`src/rtl/mult_div_unit.sv`:
```
// rtl/mult_div_unit.sv - iterative 32-bit multiply/divide unit with HI/LO registers
// Shift-add multiply and restoring divide share one 64-bit accumulator; signs fixed up at the end.
module mult_div_unit (
    input  logic        i_clk,
    input  logic        i_rst_n,
    input  logic        i_start,
    input  logic [1:0]  i_op,
    input  logic [31:0] i_rs,
    input  logic [31:0] i_rt,
    input  logic        i_hi_we,
    input  logic        i_lo_we,
    input  logic [31:0] i_wdata,
    output logic        o_busy,
    output logic        o_done,
    output logic        o_div0,
    output logic [31:0] o_hi,
    output logic [31:0] o_lo
);

    typedef enum logic [1:0] {S_IDLE, S_CALC, S_FIX} state_t;

    state_t      state_q;
    logic [1:0]  op_q;
    logic [63:0] acc_q, acc_d;
    logic [31:0] b_q, a_raw_q, hi_q, lo_q, hi_d, lo_d;
    logic        neg_a_q, neg_b_q, done_q, div0_q, div0_d;
    logic [4:0]  cnt_q;

    logic        in_signed, in_neg_a, in_neg_b;
    logic [31:0] mag_a, mag_b;
    logic [32:0] sum, diff;
    logic [63:0] prod;
    logic [31:0] quot, rem;

    assign in_signed = ~i_op[0];
    assign in_neg_a  = in_signed & i_rs[31];
    assign in_neg_b  = in_signed & i_rt[31];
    assign mag_a     = in_neg_a ? -i_rs : i_rs;
    assign mag_b     = in_neg_b ? -i_rt : i_rt;

    always_comb begin
        sum    = {1'b0, acc_q[63:32]} + (acc_q[0] ? {1'b0, b_q} : 33'd0);
        diff   = acc_q[63:31] - {1'b0, b_q};
        acc_d  = acc_q;
        hi_d   = hi_q;
        lo_d   = lo_q;
        div0_d = 1'b0;
        if (!op_q[1])
            acc_d = {sum, acc_q[31:1]};
        else if (diff[32])
            acc_d = {acc_q[62:0], 1'b0};
        else
            acc_d = {diff[31:0], acc_q[30:0], 1'b1};

        prod = (neg_a_q ^ neg_b_q) ? -acc_q : acc_q;
        quot = (neg_a_q ^ neg_b_q) ? -acc_q[31:0] : acc_q[31:0];
        rem  = neg_a_q ? -acc_q[63:32] : acc_q[63:32];
        if (!op_q[1]) begin
            hi_d = prod[63:32];
            lo_d = prod[31:0];
        end else if (b_q == 32'd0) begin
            // Divide by zero: hand back the original dividend, quotient all ones
            hi_d   = a_raw_q;
            lo_d   = 32'hFFFF_FFFF;
            div0_d = 1'b1;
        end else begin
            hi_d = rem;
            lo_d = quot;
        end
    end

    always_ff @(posedge i_clk or negedge i_rst_n) begin
        if (!i_rst_n) begin
            state_q <= S_IDLE;
            op_q    <= 2'd0;
            acc_q   <= 64'd0;
            b_q     <= 32'd0;
            a_raw_q <= 32'd0;
            hi_q    <= 32'd0;
            lo_q    <= 32'd0;
            neg_a_q <= 1'b0;
            neg_b_q <= 1'b0;
            cnt_q   <= 5'd0;
            done_q  <= 1'b0;
            div0_q  <= 1'b0;
        end else begin
            done_q <= 1'b0;
            div0_q <= 1'b0;
            case (state_q)
                S_IDLE: begin
                    if (i_start) begin
                        state_q <= S_CALC;
                        op_q    <= i_op;
                        acc_q   <= {32'd0, mag_a};
                        b_q     <= mag_b;
                        a_raw_q <= i_rs;
                        neg_a_q <= in_neg_a;
                        neg_b_q <= in_neg_b;
                        cnt_q   <= 5'd0;
                    end else begin
                        if (i_hi_we) hi_q <= i_wdata;
                        if (i_lo_we) lo_q <= i_wdata;
                    end
                end
                S_CALC: begin
                    acc_q <= acc_d;
                    cnt_q <= cnt_q + 5'd1;
                    if (cnt_q == 5'd31) state_q <= S_FIX;
                end
                S_FIX: begin
                    hi_q    <= hi_d;
                    lo_q    <= lo_d;
                    done_q  <= 1'b1;
                    div0_q  <= div0_d;
                    state_q <= S_IDLE;
                end
                default: state_q <= S_IDLE;
            endcase
        end
    end

    assign o_busy = (state_q != S_IDLE);
    assign o_done = done_q;
    assign o_div0 = div0_q;
    assign o_hi   = hi_q;
    assign o_lo   = lo_q;

endmodule

```
`config.mk`:
```
export PLATFORM = sky130hd
export DESIGN_NAME = mult_div_unit
export DESIGN_NICKNAME = d
export VERILOG_FILES = /design/src/rtl/mult_div_unit.sv
export SDC_FILE = /design/constraint.sdc
export NUM_CORES = 1
export LEC_CHECK = 0
export BUFFER_PORTS_ARGS = -buffer_cell sky130_fd_sc_hd__buf_4
export CAP_MARGIN = 20
export CORE_ASPECT_RATIO = 0.75
export CORE_MARGIN = 2
export CORE_UTILIZATION = 40
export DETAILED_ROUTE_END_ITERATION = 16
export GPL_ROUTABILITY_DRIVEN = 1
export GPL_TIMING_DRIVEN = 0
export PLACE_DENSITY = 0.55
export SYNTH_ARGS = -nofsm -noshare
export SYNTH_HDL_FRONTEND = slang
export SYNTH_SLANG_ARGS = --single-unit
export TNS_END_PERCENT = 1
```
`constraint.sdc`:
```
create_clock -name i_clk -period 3.5 [get_ports i_clk]
set_input_delay 0.175 -clock i_clk [delete_from_list [all_inputs] [get_ports i_clk]]
set_output_delay 0.175 -clock i_clk [all_outputs]
set_load 0.02 [all_outputs]
```
==> metrics.txt <==
delay of the slowest cell on the worst path=0.67 ns; number of flops mapped to enable cells by yosys=0; CP Data Arrival Time=3.98 ns; post-layout min period=3.53 ns; power density normalized to cell area=1120 mW/mm²; largest clock skew in the final design=0.0181 ns; Clock H-tree levels=1; synth unique cells=90; Clock Latency Late Sink=0.56 ns; routed vias=18700; std cell rows=65; Synth Instances=2175; setup_tns=-0.0329 ns; ant diodes=0; detailed router's first-iteration violation count=2153; detailed-route vias per instance=6.13; Net count, final=2644; share of flip-flops with an asynchronous set or reset=100%; count of maximum capacitance violations=0; worst-case clock buffer depth=3; full die area=0.0439 mm²; Primary FF master, synth=dfrtp_1; final setup margin=-0.0329 ns; initial antenna violation count=0; violated checks=setup timing; total buffers and inverters traversed by the critical path=0; dpl ws=-1.11 ns; sum of routed wire length over all layers=78.6 mm; clock input transition at the sequential cells of the worst setup and hold paths=0.06 ns; global placer's final weighted congestion=1.02; largest fanout on the critical path=7; Final Hold Viols=0; sum of overflow across all layers after global routing=0; CTS tree=yes; setup repair after global routing missed its margin=true; type of the most critical hold path=in -> reg; LEAKAGE=8.84 nW; Pre-antenna DRT Iters=6; most repeated cell in the gate-level netlist after synthesis=nand2_1; result of the run=complete, but fails checks; Die W=241 µm; critical path type=reg -> reg; core area=0.0419 mm²; largest net degree at the start of global routing=115; final instance area=0.0211 mm²; # setup viols final=1; final critical-path share of the clock period=101%; synthesized area=0.0169 mm²; number of DRC violations after detailed routing=0; Slew headroom=22.9%; flip-flop and latch count after synthesis=204; sum of net half-perimeters after detailed placement=61.9 mm; ANT nets after route=0; gate family responsible for the most delay along the worst path=compound AO/OA/AOI/OAI gates; CP Capture Type=flip-flop; final-report max-slew violation count=0; vertical die dimension=182 µm; Post-Synthesis Net Count=2350; critical path data required time=3.94 ns; instance area after placement=0.0189 mm²; main area contributors after synthesis=dfrtp_1 30%, nand2_1 6.6%, o21ai_0 6.4%, xnor2_1 5.2%, ha_1 5.2%; Ys Warns=0; mean cell area of the mapped netlist=7.77 µm²; total power=23.7 mW; CP max-delay cell=nor4_1; Root Driver=clkbuf_16; global-route wire length before repair=116 mm; slew at the pin closest to its max-slew limit=1.15 ns; effective utilization at floorplan=40.3%; maximum operating frequency=283 MHz; leading area contributor after synthesis=dfrtp_1; share of final-layout standard cells stronger than drive strength 1=12.9%; total clock buffers created by CTS=24; top cell type's share of synthesized area=30.2%; total number of clock tree sinks=204; crit path cell chain=ha_2, o21a_1, a21boi_1, o221ai_1, a21o_1, mux2_2, nor4_1, nand2_1, a32o_1; number of global-route vias before repair=17300; kind of start point of the critical path=flip-flop; leading cell types by count after synthesis=298 x nand2_1, 216 x o21ai_0, 204 x dfrtp_1, 168 x nor2_1, 158 x a21oi_1; VDD IR-drop max=0.508 mV; area overhead of the layout relative to synthesis=24.6%; Ports=170; count of buffers inserted at the top-level ports=169; overall fraction of global-route tracks in use=35.4%; detailed-route wire length per cell=25.7 µm; sequential element share of the synthesized area=30.2%
cells by family (layout without fill, tap and decap cells):
| logic type | after synthesis | after routing | synth area share, % |
|---|---|---|---|
| XOR/XNOR | 181 | 181 | 9.39 |
| adder cells (fa/ha/maj) | 72 | 72 | 5.42 |
| flip-flops | 204 | 204 | 30.2 |
| AO/OA/AOI/OAI | 700 | 700 | 25.8 |
| multiplexers | 57 | 57 | 3.40 |
| AND/OR/NAND/NOR | 739 | 739 | 20.6 |
| buffers and inverters | 222 | 534 | 5.15 |
cell type report:
| cell class | instances | area, µm² |
|---|---|---|
| clock inverters | 12 | 181 |
| well taps | 569 | 712 |
| multi-input cells | 1749 | 11200 |
| flip-flops and latches | 204 | 5120 |
| inverters | 71 | 270 |
| repair buffers | 273 | 2300 |
| plain buffers | 146 | 618 |
| fillers | 4188 | 20800 |
| clock buffers | 32 | 691 |
where the power goes:
| group | switching (mW) | internal, mW | leakage (nW) |
|---|---|---|---|
| Sequential | 1.58 | 3.51 | 2.49 |
| Combinational | 9.93 | 5.82 | 5.92 |
| Clock | 1.14 | 1.69 | 0.429 |
| Total | 12.6 | 11.0 | 8.84 |
tightest hold or removal path, stage by stage:
cell and delay (ns):
buf_4 0.11, xnor2_1 0.15, o21ai_0 0.08
flip-flops by register name (all words and copies together), names as in the netlist, 2 cells and up:
name,count
acc_q,64
a_raw_q,32
b_q,32
o_hi,32
o_lo,32
cnt_q,5
state_q,2
placed cells by master (no fill, tap or decap), drive strengths merged, types with 6 or more instances in the layout:
cell type	count
or3	25
a21boi	7
o211ai	39
o31ai	23
buf	209
dfrtp	204
o21ai	230
o31a	6
ha	70
o41ai	11
o21bai	6
nor3	48
dlygate4sd3	89
mux2i	54
nor2	168
clkbuf	153
o22ai	45
nand2b	13
o21a	12
nor4	31
inv	71
a22oi	22
and2	10
clkinv	6
xnor2	101
a211oi	18
a21o	25
or2	13
o221ai	17
xor2	80
or4	8
a21oi	159
nand2	298
nand4	21
and4	6
nand3	54
nor2b	12
and3	17
a31oi	34
path summary, 6_finish.rpt:
| path | startpoint | endpoint | slack (ns) | cells after the start |
|---|---|---|---|---|
| worst max register to register | acc_q[57]$_DFFE_PN0P_ | acc_q[58]$_DFFE_PN0P_ | -0.03 | 9 |
| worst min register to register | o_lo[30]$_DFFE_PN0P_ | o_lo[30]$_DFFE_PN0P_ | 0.49 | 2 |
| worst max-delay path | acc_q[57]$_DFFE_PN0P_ | acc_q[58]$_DFFE_PN0P_ | -0.03 | 9 |
| worst min-delay path | i_rt[6] | b_q[6]$_DFFE_PN0P_ | 0.01 | 3 |
| max in group asynchronous | i_rst_n | b_q[9]$_DFFE_PN0P_ | 2.14 | 3 |
| min in group asynchronous | i_rst_n | o_lo[9]$_DFFE_PN0P_ | 0.25 | 2 |
through the flow:
| step | hold slack [ns] | utilization (%) | cells |
|---|---|---|---|
| final | 0.0128 | 50.3 | 3056 |
| after global routing | 0.0324 | 50.3 | 3056 |
| after CTS | 0.0117 | 49.7 | 3052 |
| after detailed placement | 0.262 | 45.1 | 2914 |
| after global placement | 0.418 | 45.1 | 2913 |
| after floorplan | -0.121 | - | 2175 |
layer usage:
layer  wire, µm  global-route usage (%)
met1      37800                    57.0
met2      30600                    47.4
met3       8980                    8.63
met4       1250                    4.91
met5          0                       0
what timing repair did:
action,CTS,global route
pin swaps,2,9
cloned,0,0
endpoints found under the setup margin,59,53
hold endpoints to repair,198,0
setup buffers,6,8
hold buffers,89,0
resized for setup,37,40
Note: power is estimated with default switching activity, not from simulation.
